## src/rtl/idex_hazard_stage.sv

```systemverilog
// ID/EX pipeline register with a one-bubble load-use interlock, honouring the
// global mem_stall freeze and branch flush; counts inserted bubbles (saturating).
module idex_hazard_stage #(
   parameter int DATA_W = 16,
   parameter int REG_W  = 3,
   parameter int OP_W   = 4,
   parameter int CNT_W  = 16
) (
   input  logic              clk,
   input  logic              rst_n,
   input  logic              id_valid,
   input  logic [OP_W-1:0]   id_opcode,
   input  logic [REG_W-1:0]  id_src1,
   input  logic [REG_W-1:0]  id_src2,
   input  logic [REG_W-1:0]  id_dest,
   input  logic              id_ld_dest,
   input  logic              id_bit5,
   input  logic              id_bit11,
   input  logic [DATA_W-1:0] id_sr1,
   input  logic [DATA_W-1:0] id_sr2,
   input  logic [DATA_W-1:0] id_pc,
   input  logic              mem_stall,
   input  logic              flush,
   output logic              idex_valid,
   output logic [OP_W-1:0]   idex_opcode,
   output logic [REG_W-1:0]  idex_src1,
   output logic [REG_W-1:0]  idex_src2,
   output logic [REG_W-1:0]  idex_dest,
   output logic              idex_ld_dest,
   output logic              idex_bit5,
   output logic              idex_bit11,
   output logic [DATA_W-1:0] idex_sr1,
   output logic [DATA_W-1:0] idex_sr2,
   output logic [DATA_W-1:0] idex_pc,
   output logic              ifid_hold,
   output logic              bubble,
   output logic [CNT_W-1:0]  stall_count,
   output logic              state_dbg
);

   typedef enum logic {S_RUN = 1'b0, S_BUBBLE = 1'b1} state_t;

   typedef struct packed {
      logic              valid;
      logic [OP_W-1:0]   opcode;
      logic [REG_W-1:0]  src1;
      logic [REG_W-1:0]  src2;
      logic [REG_W-1:0]  dest;
      logic              ld_dest;
      logic              bit5;
      logic              bit11;
      logic [DATA_W-1:0] sr1;
      logic [DATA_W-1:0] sr2;
      logic [DATA_W-1:0] pc;
   } stage_t;

   localparam logic [OP_W-1:0] OP_ADD = OP_W'(1);
   localparam logic [OP_W-1:0] OP_LDB = OP_W'(2);
   localparam logic [OP_W-1:0] OP_STB = OP_W'(3);
   localparam logic [OP_W-1:0] OP_JSR = OP_W'(4);
   localparam logic [OP_W-1:0] OP_AND = OP_W'(5);
   localparam logic [OP_W-1:0] OP_LDR = OP_W'(6);
   localparam logic [OP_W-1:0] OP_STR = OP_W'(7);
   localparam logic [OP_W-1:0] OP_NOT = OP_W'(9);
   localparam logic [OP_W-1:0] OP_LDI = OP_W'(10);
   localparam logic [OP_W-1:0] OP_STI = OP_W'(11);
   localparam logic [OP_W-1:0] OP_JMP = OP_W'(12);
   localparam logic [OP_W-1:0] OP_SHF = OP_W'(13);

   state_t           state_q, state_d;
   stage_t           stage_q, stage_d;
   logic             bubble_q, bubble_d;
   logic [CNT_W-1:0] cnt_q, cnt_d;
   logic             uses1, uses2, ex_is_load, hazard, hold_c;

   always_comb begin
      uses1 = 1'b0;
      uses2 = 1'b0;
      case (id_opcode)
         OP_ADD, OP_AND: begin
            uses1 = 1'b1;
            uses2 = ~id_bit5;
         end
         OP_STB, OP_STI, OP_STR: begin
            uses1 = 1'b1;
            uses2 = 1'b1;
         end
         OP_JMP, OP_LDB, OP_LDI, OP_LDR, OP_NOT, OP_SHF: uses1 = 1'b1;
         OP_JSR: uses1 = ~id_bit11;
         default: ;
      endcase
   end

   assign ex_is_load = stage_q.valid & stage_q.ld_dest &
                       ((stage_q.opcode == OP_LDB) | (stage_q.opcode == OP_LDI) |
                        (stage_q.opcode == OP_LDR));
   assign hazard = ex_is_load & id_valid &
                   ((uses1 & (id_src1 == stage_q.dest)) | (uses2 & (id_src2 == stage_q.dest)));

   // Priority: mem_stall freezes everything, flush squashes, then interlock, then advance.
   always_comb begin
      state_d  = state_q;
      stage_d  = stage_q;
      bubble_d = bubble_q;
      cnt_d    = cnt_q;
      hold_c   = 1'b0;
      if (mem_stall) begin
         hold_c = 1'b1;
      end else if (flush) begin
         stage_d  = '0;
         bubble_d = 1'b0;
         state_d  = S_RUN;
      end else if ((state_q == S_RUN) && hazard) begin
         stage_d  = '0;
         bubble_d = 1'b1;
         state_d  = S_BUBBLE;
         hold_c   = 1'b1;
         if (cnt_q != {CNT_W{1'b1}}) cnt_d = cnt_q + CNT_W'(1);
      end else begin
         stage_d.valid   = id_valid;
         stage_d.opcode  = id_opcode;
         stage_d.src1    = id_src1;
         stage_d.src2    = id_src2;
         stage_d.dest    = id_dest;
         stage_d.ld_dest = id_ld_dest;
         stage_d.bit5    = id_bit5;
         stage_d.bit11   = id_bit11;
         stage_d.sr1     = id_sr1;
         stage_d.sr2     = id_sr2;
         stage_d.pc      = id_pc;
         bubble_d        = 1'b0;
         state_d         = S_RUN;
      end
   end

   always_ff @(posedge clk or negedge rst_n) begin
      if (!rst_n) begin
         state_q  <= S_RUN;
         stage_q  <= '0;
         bubble_q <= 1'b0;
         cnt_q    <= '0;
      end else begin
         state_q  <= state_d;
         stage_q  <= stage_d;
         bubble_q <= bubble_d;
         cnt_q    <= cnt_d;
      end
   end

   // Hold is forced low while reset is asserted so every output reads zero.
   assign ifid_hold    = rst_n & hold_c;
   assign idex_valid   = stage_q.valid;
   assign idex_opcode  = stage_q.opcode;
   assign idex_src1    = stage_q.src1;
   assign idex_src2    = stage_q.src2;
   assign idex_dest    = stage_q.dest;
   assign idex_ld_dest = stage_q.ld_dest;
   assign idex_bit5    = stage_q.bit5;
   assign idex_bit11   = stage_q.bit11;
   assign idex_sr1     = stage_q.sr1;
   assign idex_sr2     = stage_q.sr2;
   assign idex_pc      = stage_q.pc;
   assign bubble       = bubble_q;
   assign stall_count  = cnt_q;
   assign state_dbg    = state_q;

endmodule
```

## config.mk

```make
export PLATFORM = sky130hd
export DESIGN_NAME = idex_hazard_stage
export DESIGN_NICKNAME = d
export VERILOG_FILES = /design/src/rtl/idex_hazard_stage.sv
export SDC_FILE = /design/constraint.sdc
export NUM_CORES = 1
export LEC_CHECK = 0
export ABC_AREA = 1
export BUFFER_PORTS_ARGS = -buffer_cell sky130_fd_sc_hd__buf_2
export CAP_MARGIN = 20
export CORE_ASPECT_RATIO = 1.1
export CORE_MARGIN = 4
export CORE_UTILIZATION = 35
export DETAILED_ROUTE_END_ITERATION = 8
export HOLD_SLACK_MARGIN = 0.06
export PLACE_DENSITY = 0.73
export SLEW_MARGIN = 20
export SYNTH_ARGS = -nofsm -noshare
export SYNTH_HDL_FRONTEND = slang
export SYNTH_SLANG_ARGS = --single-unit
export TNS_END_PERCENT = 30
```

## constraint.sdc

```tcl
create_clock -name clk -period 1.8 [get_ports clk]
set_clock_uncertainty 0.2 [all_clocks]
set_input_delay 0.18 -clock clk [delete_from_list [all_inputs] [get_ports clk]]
set_output_delay 0.18 -clock clk [all_outputs]
set_load 0.01 [all_outputs]
```

Word level (Yosys, flattened, before mapping)
Cells that the tools add are included.
{"block": "word_totals", "output_inout_bits": 84, "elab_cells": 59, "in_bits": 69, "register_bits": 82}
{"block": "op_classes", "eq_ne": 18, "reduce_logical": 5, "n_mux": 7, "add_sub_neg": 1, "n_bitwise": 15}
{"operator": "$mux 65", "count": 2}
{"operator": "$eq 4x4->1 const B", "count": 6}
{"operator": "$eq 4x3->1 const B", "count": 5}
{"operator": "$add 16x1->16 const B", "count": 1}
{"operator": "$ne 16x16->1 const B", "count": 1}
{"operator": "$eq 4x2->1 const B", "count": 3}
{"operator": "$reduce_or 11->1", "count": 1}
{"operator": "$and 1x1->1", "count": 7}
{"operator": "$eq 3x3->1", "count": 2}
{"operator": "$not 1->1", "count": 5}
{"operator": "$eq 4x1->1 const B", "count": 1}
{"operator": "$pmux 1 s2", "count": 2}
{"operator": "$reduce_and 4->1", "count": 1}
{"operator": "$mux 1", "count": 3}
{"operator": "$or 1x1->1", "count": 3}
{"operator": "$reduce_or 3->1", "count": 1}
{"operator": "$reduce_or 2->1", "count": 1}
{"operator": "$logic_and 1x1->1", "count": 1}

Depth between registers and ports, before layout
{"block": "depth", "depth_word": 11, "depth_mapped": 12, "mapped_depth_nobuf": 10}

Worst setup path after synthesis
No wires, ideal clock.
{"block": "synth_path", "path_type": "register to register", "from": "register cnt_q[0], in the netlist stall_count[0]", "to": "register cnt_q[10], in the netlist stall_count[10]", "path_buffers": 1, "path_stages_with_launch": 10, "t_arrival_ps": 1568, "setup_slack_ps": -85, "setup_time_ps": 117, "t_required_ps": 1483, "path_cell_list": "dfrtp_1 ha_1 nand3_1 nor2_2 nand4_1 nand2_1 inv_2 clkbuf_1 nand4_1 nand2_1"}
{"block": "synth_via", "elab_chain_cells": 2, "elab_cells_between_ends": 3, "classes_between": "add/sub: 1; eq/ne: 1; reduce/logical: 1"}
{"item": "start: declaration", "line_no": "73", "text": "logic [CNT_W-1:0] cnt_q, cnt_d;"}
{"item": "start signal: assignment", "line_no": "146", "text": "cnt_q <= cnt_d;"}
{"item": "parallel branches: the longest is 2 deep, another holds $add 16x1->16"}
Parallel ways; which one is timed is not known.
A chain may end at the register's enable or synchronous reset.

Worst setup path after layout
{"block": "layout_path", "from": "register stage_q, in the netlist idex_dest[1]", "to": "output port ifid_hold"}
{"block": "layout_via", "elab_chain_cells": 9, "elab_cells_between_ends": 11, "classes_between": "eq/ne: 2; mux: 3; bitwise: 5; reduce/logical: 1"}
{"item": "start: declaration", "line_no": "71", "text": "stage_t stage_q, stage_d;"}
{"item": "start signal: assignment", "line_no": "144", "text": "stage_q <= stage_d;"}
{"item": "$eq 3x3->1", "line_no": "98", "text": "((uses1 & (id_src1 == stage_q.dest)) | (uses2 & (id_src2 == stage_q.dest)));"}
{"item": "$and 1x1->1", "line_no": "98"}
{"item": "$or 1x1->1 *", "line_no": "98"}
{"item": "$and 1x1->1 *", "line_no": "97", "text": "assign hazard = ex_is_load & id_valid &"}
{"item": "$logic_and 1x1->1 *", "line_no": "113", "text": "end else if ((state_q == S_RUN) && hazard) begin"}
{"item": "$mux 1 *", "line_no": "113"}
{"item": "$mux 1 *", "line_no": "109", "text": "end else if (flush) begin"}
{"item": "$mux 1 *", "line_no": "107", "text": "if (mem_stall) begin"}
{"item": "$and 1x1->1 *", "line_no": "151", "text": "assign ifid_hold = rst_n & hold_c;"}
{"item": "end: declaration", "line_no": "35", "text": "output logic ifid_hold,"}
Every way passes the cells marked *; elsewhere a longest branch is shown, timed or not.

==> flow_summary.ini <==
[floorplan]
io_pins = 153
die_x_um = 108
initial_core_util_pct = 36.2
core_mm2 = 0.0105
fp.dieH_um = 118
num_rows = 39
dieArea_mm2 = 0.0127

[timing]
timing.fmax_mhz = 494
setup_tns_ps = -281
period_needed_ps = 2020
rsz0062_at_grt = true
slew_violations = 0
slew-limit-headroom_pct = 58.3
setup_ws_ps = -223
setup_viol = 12
hold_viol = 0
tightest_slew_ps = 626
period_share_pct = 112

[drt]
wire_per_inst_um = 15.3
drt_pre_antenna_iters = 4
antenna_left = 0
vias_per_cell = 4.84
drt-initial-drc-count = 226
routed-via-count = 4174
drt_wl_total_mm = 13.2
drc_errors = 0

[clock_tree]
htreeDepth = 3
cts-root-buf = clkbuf_16
numClockSinks = 82
numCtsBuffers = 9
clk_latency_ps = 340
clkTransAtPathRegs_ps = 70
cts_tree = built
max-clock-path-buffers = 2

[synthesis]
ys_types = 21
yosys.area.top_type = dfrtp_1
synth_edf_count = 0
synth.area.top_cells = dfrtp_1 (54%), nand2_1 (22%), nand3_1 (9.7%)
synth_cells = 486
synth_area_per_cell_um2 = 7.86
ys_ff_latch = 82
netlist_area_mm2 = 0.00382
seq_area_frac_synth_pct = 53.7
ys.flop_type = dfrtp_1
synthTopCellsByCount = nand2_1 (220), dfrtp_1 (82), nand3_1 (74)
synthArstFlopShare_pct = 100
synth_nets = 556
synth.most_common_cell = nand2_1
ys_warn_count = 0
yosysTopAreaCellShare_pct = 53.7

[setup_path]
worst_ep_arrival_time_ps = 1640
critPathRequiredTime_ps = 1420
crit_top_cell = nand2_2
worst-path-max-fanout = 4
worstSetupPathType = reg -> out
start_kind = flop
reg2reg_from = idex_opcode[2]
r2r-end = idex_opcode[0]
end_kind = output pin
cpMaxStageDelayCell = dfrtp_1
timing.reg2reg.worst_path_depth = 8
reg2reg_slack_ps = -10
cpPeakStageDelay_ps = 420
crit_chain = inv_2 > nand2_2 > nand2_2 > nand2_1 > nor2_1 > nand2_1 > nand2_2 > nand3_2 > a21oi_2 > buf_2

[place]
placed_cells = 773
gp_congestion = 0.875
dpl_cell_area_mm2 = 0.00484
hpwl_mm = 7.88
numPortBuffers = 152

[layout]
fin_cells = 863
drive_gt1_share_pct = 28.7
final_area_mm2 = 0.00597
nets = 786
fill_cells = 946
num_antenna_cells = 0
area_delta_synth_final_pct = 56.2

[power]
p_leak_nw = 3.34
totalPowerFinal_mw = 4.69
p_int_mw = 3.52
vdd_drop_max_v = 0.000530
swShare_pct = 24.8
p_per_area_mw_per_mm2 = 786
p_comb_share_pct = 14.6
power.share.clock_pct = 42.0
switchingPower_mw = 1.16
p_seq_share_pct = 43.3

[hold_path]
worstHoldPathType = in -> reg
min_to = bubble
whs_path_depth = 6
min_from = id_valid

[global_routing]
grt_pass1_vias = 4233
grt_antenna_before_repair = 0
overflow = 0
grt_max_degree = 83
grt_pass1_wl_mm = 20.8
grt_use_total_pct = 20.2

[status]
status = complete, but fails checks
violations = setup timing

[run]
max_cap_violations = 0
power by group through the flow:
stage	registers [mW]	clock network, mW	logic, mW
final	2.03	1.97	0.686
after global routing	2.04	2.09	0.757
after CTS	2.03	2.01	0.678
after detailed placement	2.06	0	0.557
after global placement	2.05	0	0.546
after floorplan	2.11	0	0.187
final cells by class:
class                      count  area (um2)  share of cell area [%]
clock buffer                  12         246                    4.13
timing repair buffer         245        1710                    28.6
clock inverter                 3        65.1                    1.09
multi-input combinational    356        1630                    27.3
sequential                    82        2050                    34.4
inverter                      22        82.6                    1.38
tap                          143         179                    3.00
repair_timing:
action,in CTS,in global routing
hold endpoints to repair,148,0
resized for setup,3,7
gates cloned,0,3
pin swaps,3,5
setup endpoints to repair,1,82
setup buffers,3,1
hold buffers,68,0
per-stage QoR:
stage | util [%] | hold WS [ps] | setup slack (ps)
floorplan | - | -316 | 6.96
global placement | 45.9 | 61.7 | 108
detailed placement | 45.9 | 67.1 | 64.5
CTS | 55.7 | 71.6 | -166
global route | 56.6 | 220 | -367
finish | 56.6 | 177 | -223
sequential cells by signal, summed over array words and instances, names as in the netlist:
signal	cells
stall_count	16
idex_src2	3
idex_dest	3
idex_src1	3
idex_valid	1
idex_sr2	16
idex_pc	16
idex_opcode	4
idex_ld_dest	1
bubble	1
idex_bit11	1
idex_sr1	16
idex_bit5	1
worst max path at each step:
| stage | startpoint | to | cells after the start |
|---|---|---|---|
| after detailed placement | idex_opcode[3] | ifid_hold | 6 |
| after floorplan | stall_count[0] | stall_count[11] | 10 |
| after CTS | idex_dest[1] | ifid_hold | 10 |
| after global routing | idex_dest[2] | ifid_hold | 10 |
| after global placement | idex_dest[2] | ifid_hold | 10 |
| final | idex_dest[1] | ifid_hold | 10 |
placed cells by master (no fill, tap or decap), types with 2 or more instances in the layout:
cell type      count
nand2_1          217
bufinv_16          2
xor2_1             4
nand3_2            5
buf_4             20
xnor2_1            4
nor2_1            19
inv_2              2
clkbuf_1           2
inv_1             20
clkbuf_16         11
o21ai_0            3
buf_12             3
nand2_2            3
buf_2            151
nand4_1           22
dfrtp_1           81
nor2_4             2
dlygate4sd3_1     68
nand3_1           70
cells by family after synthesis:
logic type | after synthesis | share of synthesized area [%]
adder cells (fa/ha/maj) | 1 | 0.327
AO/OA/AOI/OAI | 5 | 0.655
AND/OR/NAND/NOR | 342 | 38.3
XOR/XNOR | 8 | 1.83
flip-flops | 82 | 53.7
buffers and inverters | 48 | 5.14
critical path: cells and delay by family (launching register included):
| family | cells | cell delay (ps) |
|---|---|---|
| AOI/OAI and AO/OA | 1 | 180 |
| buffers and inverters | 2 | 230 |
| DFF | 1 | 420 |
| and+or+nand+nor | 7 | 480 |
metal layers:
metal / vias up / part of all wire, % / GRT usage (%)
met5: - / 0 / 0
met4: 0 / 3.4 / 9.31
met3: 35 / 6.7 / 4.77
met2: 159 / 50 / 33.7
met1: 1961 / 40 / 24.5
li1: 2019 / - / -
Power figures use the tool's default switching activity.
